`config.mk`:
```
export PLATFORM = sky130hd
export DESIGN_NAME = fft_frame_sequencer
export DESIGN_NICKNAME = d
export VERILOG_FILES = /design/src/rtl/fft_frame_sequencer.sv
export SDC_FILE = /design/constraint.sdc
export NUM_CORES = 1
export LEC_CHECK = 0
export ABC_CLOCK_PERIOD_IN_PS = 2400
export BUFFER_PORTS_ARGS = -buffer_cell sky130_fd_sc_hd__buf_2
export CAP_MARGIN = 10
export CORE_MARGIN = 5
export CORE_UTILIZATION = 50
export DETAILED_ROUTE_END_ITERATION = 10
export PLACE_DENSITY = 0.84
export SLEW_MARGIN = 5
export SYNTH_ARGS = -nofsm -noshare
export SYNTH_HDL_FRONTEND = slang
export SYNTH_SLANG_ARGS = --single-unit
```
`constraint.sdc`:
```
create_clock -name clk_in -period 2.4 [get_ports clk_in]
set_clock_uncertainty 0.1 [all_clocks]
set_input_delay 0.48 -clock clk_in [delete_from_list [all_inputs] [get_ports clk_in]]
set_output_delay 0.48 -clock clk_in [all_outputs]
set_load 0.02 [all_outputs]
```
`src/rtl/fft_frame_sequencer.sv`:
```
// Feeds the streaming FFT core: one config word after reset, offset-binary audio to complex beats framed by tlast.
// Latency: audio strobe at N gives a valid beat at N+1. Backpressure: the held beat is kept stable while tready is low; extra samples are dropped and counted.
module fft_frame_sequencer #(
    parameter int                      FFT_SIZE     = 1024,
    parameter int                      CONFIG_WIDTH = 8,
    parameter logic [CONFIG_WIDTH-1:0] CONFIG_VALUE = 8'h01
) (
    input  logic                          clk_in,
    input  logic                          rst_in,
    input  logic                          enable_in,
    input  logic [7:0]                    audio_in,
    input  logic                          audio_valid_in,
    output logic [CONFIG_WIDTH-1:0]       cfg_tdata_out,
    output logic                          cfg_tvalid_out,
    input  logic                          cfg_tready_in,
    output logic [31:0]                   fft_tdata_out,
    output logic                          fft_tvalid_out,
    output logic                          fft_tlast_out,
    input  logic                          fft_tready_in,
    input  logic                          fft_out_tvalid_in,
    input  logic                          fft_out_tlast_in,
    output logic                          fft_out_tready_out,
    output logic [$clog2(FFT_SIZE)-1:0]   bin_index_out,
    output logic                          frame_done_out,
    output logic                          tlast_error_out,
    output logic [15:0]                   overflow_count_out
);

    localparam int IW = $clog2(FFT_SIZE);
    localparam logic [IW-1:0] LAST_IDX = IW'(FFT_SIZE - 1);

    typedef enum logic [1:0] {
        S_CFG,
        S_WAIT,
        S_STREAM
    } state_t;

    state_t        state_q, state_d;
    logic          hold_vld_q, hold_vld_d;
    logic [15:0]   hold_re_q, hold_re_d;
    logic [IW-1:0] idx_q, idx_d;
    logic [15:0]   ovf_q, ovf_d;
    logic [IW-1:0] bin_q, bin_d;
    logic          done_q, done_d;
    logic          err_q, err_d;

    logic [7:0]    centered;
    logic          beat_acc;
    logic          idx_last;
    logic          frame_end_idle;
    logic          out_acc;
    logic          bin_last;

    assign centered       = audio_in - 8'd128;
    assign beat_acc       = hold_vld_q && fft_tready_in;
    assign idx_last       = (idx_q == LAST_IDX);
    // Last beat of a frame leaves for WAIT when disabled; a sample arriving then is discarded.
    assign frame_end_idle = beat_acc && idx_last && !enable_in;
    assign out_acc        = fft_out_tvalid_in && (state_q != S_CFG);
    assign bin_last       = (bin_q == LAST_IDX);

    always_comb begin
        state_d    = state_q;
        hold_vld_d = hold_vld_q;
        hold_re_d  = hold_re_q;
        idx_d      = idx_q;
        ovf_d      = ovf_q;
        bin_d      = bin_q;
        done_d     = 1'b0;
        err_d      = err_q;

        case (state_q)
            S_CFG: begin
                if (cfg_tready_in) begin
                    state_d = S_WAIT;
                end
            end
            S_WAIT: begin
                if (enable_in) begin
                    state_d = S_STREAM;
                end
            end
            S_STREAM: begin
                if (beat_acc) begin
                    hold_vld_d = 1'b0;
                    idx_d      = idx_last ? '0 : idx_q + 1'b1;
                    if (frame_end_idle) begin
                        state_d = S_WAIT;
                    end
                end
                if (audio_valid_in) begin
                    if (!hold_vld_q || (beat_acc && !frame_end_idle)) begin
                        hold_vld_d = 1'b1;
                        hold_re_d  = {{8{centered[7]}}, centered};
                    end else if (!beat_acc && ovf_q != 16'hFFFF) begin
                        ovf_d = ovf_q + 16'd1;
                    end
                end
            end
            default: state_d = S_CFG;
        endcase

        // Any tlast/index disagreement realigns the bin counter to the next frame start.
        if (out_acc) begin
            if (fft_out_tlast_in && bin_last) begin
                done_d = 1'b1;
                bin_d  = '0;
            end else if (fft_out_tlast_in || bin_last) begin
                err_d  = 1'b1;
                bin_d  = '0;
            end else begin
                bin_d  = bin_q + 1'b1;
            end
        end
    end

    always_ff @(posedge clk_in) begin
        if (rst_in) begin
            state_q    <= S_CFG;
            hold_vld_q <= 1'b0;
            hold_re_q  <= '0;
            idx_q      <= '0;
            ovf_q      <= '0;
            bin_q      <= '0;
            done_q     <= 1'b0;
            err_q      <= 1'b0;
        end else begin
            state_q    <= state_d;
            hold_vld_q <= hold_vld_d;
            hold_re_q  <= hold_re_d;
            idx_q      <= idx_d;
            ovf_q      <= ovf_d;
            bin_q      <= bin_d;
            done_q     <= done_d;
            err_q      <= err_d;
        end
    end

    assign cfg_tvalid_out     = (state_q == S_CFG);
    assign cfg_tdata_out      = cfg_tvalid_out ? CONFIG_VALUE : '0;
    assign fft_tdata_out      = {16'h0000, hold_re_q};
    assign fft_tvalid_out     = hold_vld_q;
    assign fft_tlast_out      = hold_vld_q && idx_last;
    assign fft_out_tready_out = (state_q != S_CFG);
    assign bin_index_out      = bin_q;
    assign frame_done_out     = done_q;
    assign tlast_error_out    = err_q;
    assign overflow_count_out = ovf_q;

endmodule

```
==> flow_summary.toml <==
[detailed_routing]
drtAntennaViolNets = 0
detail_route.wirelength_mm = 5.83
drt_iter0_drc = 115
num_vias = 2377
drc = 0
wl_per_cell_um = 13.1
vias_per_cell = 5.35
drt_pre_antenna_iters = 4

[setup_path]
crit_type = "reg -> out"
cp-start-kind = "flip-flop"
cpMaxStageDelayCell = "dfxtp_1"
cp_max_fo = 5
worstPathRequired_ns = 1.82
cpPeakStageDelay_ns = 0.40
critPathCaptureType = "output port"
worstPathArrival_ns = 1.64
path_cells = "ha_1, nand3_2, nor4_1, buf_2"

[sta]
hold_viol = 0
rsz0062_at_grt = "false"
slew_viol_final = 0
finalCritPeriodShare = 0.927
setup_viol = 0
setup-tns-final_ns = 0
timing.fmax_mhz = 450
hold-worst-slack_ns = 0.330
worst_slew_pin_slew_ns = 0.829
relSlewSlack = 0.444
period_needed_ns = 2.22

[power]
p_per_area_nw_per_um2 = 517
pwr-share-comb = 0.097
p_seq_frac = 0.520
leakage_nw = 1.31
clock_power_share = 0.383
internal-power_w = 0.00121
switching_share = 0.248
ir_worst_vdd_uv = 320
switchingPower_w = 0.000398

[synthesis]
syn_area_um2 = 2750
synth-async-reset-ratio = 0
synth-edff-count = 0
avgSynthCellArea_um2 = 8.67
syn_inst = 317
synth-main-ff-cell = "dfxtp_1"
synth-seq-area-share = 0.357
yosysWarnings = 0
synth_seq_cells = 49
yosysUniqueCellTypes = 57

[clocking]
hold_buffers = 0
tritoncts = "done"
htree_levels = 2
cts.sinks = 49
clk_path_buf_depth = 2
cts_buffers = 5
clk_pin_slew_ns = 0.09
cts.root.buffer_cell = "clkbuf_8"
clk_latency_ns = 0.30

[placement]
post-place-cells = 435
numPortBuffers = 64
gp_congestion = 0.837
place_hpwl_mm = 4.34

[cells_and_area]
layout-drive-gt1-share = 0.277
regArea_um2 = 981
nNetsFinal = 390
syn2layout_area_growth_pct = 13.1
diodes = 0
nFillCells = 485
stdcell_count = 444
multi_input_area_um2 = 1550

[floorplan]
io_pins = 88
start_util = 0.505
die-width_um = 84.1
num_rows = 27
core-area_um2 = 5440
die-area_um2 = 7080
die_h_um = 84.1

[grt]
gr-total-overflow = 0
grt_start_max_net_pins = 19
grt_pass1_wl_mm = 9.67
grtUsageTotal = 0.160
antenna_found_initial = 0
grt_pass1_vias = 2177

[min_path]
hold_class = "in -> reg"

[run]
max-cap-violations = 0

[run_status]
status = "completed"
worst max-delay path, delay by kind of cell (launching register included):
| family | cells | cell delay (ns) |
|---|---|---|
| buffers and inverters | 1 | 0.23 |
| adders and majority gates | 1 | 0.28 |
| and+or+nand+nor | 2 | 0.44 |
| DFF | 1 | 0.40 |
synthesized netlist by cell type, drive strengths merged, types with 6 or more instances:
master | number | share of area
nor4 | 8 | 0.029
nand3 | 16 | 0.031
clkbuf | 8 | 0.012
nor2b | 7 | 0.016
dfxtp | 49 | 0.36
nor2 | 27 | 0.037
xor2 | 7 | 0.022
nor3 | 10 | 0.018
nand2 | 21 | 0.029
buf | 35 | 0.092
xnor2 | 8 | 0.026
mux2 | 6 | 0.025
o21ai | 15 | 0.027
a21oi | 23 | 0.042
nand4 | 12 | 0.038
or3b | 7 | 0.022
kinds of logic after synthesis:
family / synth area share
AND/OR/NAND/NOR: 0.301
other: 0.00136
XOR/XNOR: 0.0478
multiplexers: 0.0319
flip-flops: 0.357
buffers and inverters: 0.112
AO/OA/AOI/OAI: 0.135
adder cells (fa/ha/maj): 0.0137
state kept, by name (all words and copies together) (netlist names):
| signal | cells |
|---|---|
| tlast_error_out | 1 |
| fft_tvalid_out | 1 |
| bin_index_out | 10 |
| state_q | 2 |
| idx_q | 10 |
| overflow_count_out | 16 |
| hold_re_q | 8 |
| frame_done_out | 1 |
final timing paths:
| path | slack [ns] | to | from | depth (start not counted) |
|---|---|---|---|---|
| worst max-delay path | 0.18 | fft_tlast_out | idx_q[0] | 4 |
| worst min-delay path | 0.33 | hold_re_q[7] | audio_in[7] | 3 |
| worst max register to register | 0.39 | overflow_count_out[0] | overflow_count_out[0] | 5 |
| worst min register to register | 0.37 | hold_re_q[6] | hold_re_q[6] | 2 |
power by group through the flow:
stage	combinational [W]	sequential (W)	clock (W)
global route	0.000169	0.000838	0.000674
detailed placement	0.000152	0.000854	0
global placement	0.000150	0.000853	0
finish	0.000155	0.000835	0.000616
floorplan	0.000138	0.000857	0
CTS	0.000153	0.000835	0.000641
area by class of cell:
type | instances | area share
Clock buffer | 6 | 0.0266
Timing Repair Buffer | 68 | 0.112
Clock inverter | 2 | 0.0121
Sequential cell | 49 | 0.316
Multi-Input combinational cell | 241 | 0.497
Tap cell | 72 | 0.0290
Inverter | 6 | 0.00725
layer usage:
layer  wire length [µm]  up-vias  GRT usage
met1               2630     1083      0.209
li1                   -     1199          -
met4                 61        0     0.0468
met3                481        6     0.0481
met2               2660       89      0.256
met5                  0        -          0
timing repair:
action	CTS	global route
setup buffers	0	0
resized for setup	0	1
setup endpoints to repair	0	1
stage by stage:
step | area, µm² | power, W | setup slack [ns] | util
finish | 3110 | 0.00161 | 0.176 | 0.571
global placement | 2980 | 0.00100 | 0.428 | 0.547
floorplan | 2830 | 0.000995 | 0.337 | -
global route | 3110 | 0.00168 | 0.0406 | 0.571
CTS | 3100 | 0.00163 | 0.0689 | 0.569
detailed placement | 2980 | 0.00101 | 0.366 | 0.547
cells in the final DEF, fill, tap and decap left out, types with 2 or more instances in the layout:
cell | Yosys | routed
o31ai_1 | 3 | 3
and4_1 | 3 | 3
o21ba_2 | 2 | 2
nor3_1 | 10 | 10
nand4_1 | 10 | 10
nor2b_1 | 7 | 7
or4_1 | 5 | 5
dfxtp_1 | 49 | 49
or3b_2 | 6 | 6
mux2i_1 | 2 | 2
nand3_2 | 1 | 2
o41ai_1 | 2 | 2
a211oi_1 | 2 | 2
nand4_4 | 2 | 2
buf_4 | 32 | 3
conb_1 | 1 | 23
xor2_1 | 7 | 7
o21ai_0 | 13 | 13
a21oi_1 | 23 | 23
mux2_2 | 6 | 6
and3_1 | 3 | 3
nand2_1 | 21 | 21
nor4_1 | 6 | 6
ha_1 | 3 | 3
nor2_1 | 27 | 27
xnor2_1 | 8 | 8
and3b_1 | 2 | 2
clkbuf_8 | 0 | 6
or3_1 | 3 | 3
o311ai_0 | 2 | 2
buf_2 | 2 | 64
o21ai_1 | 2 | 2
inv_1 | 5 | 5
nand3_1 | 15 | 14
or2_2 | 2 | 2
nor4_4 | 2 | 2
Power figures use the tool's default switching activity.
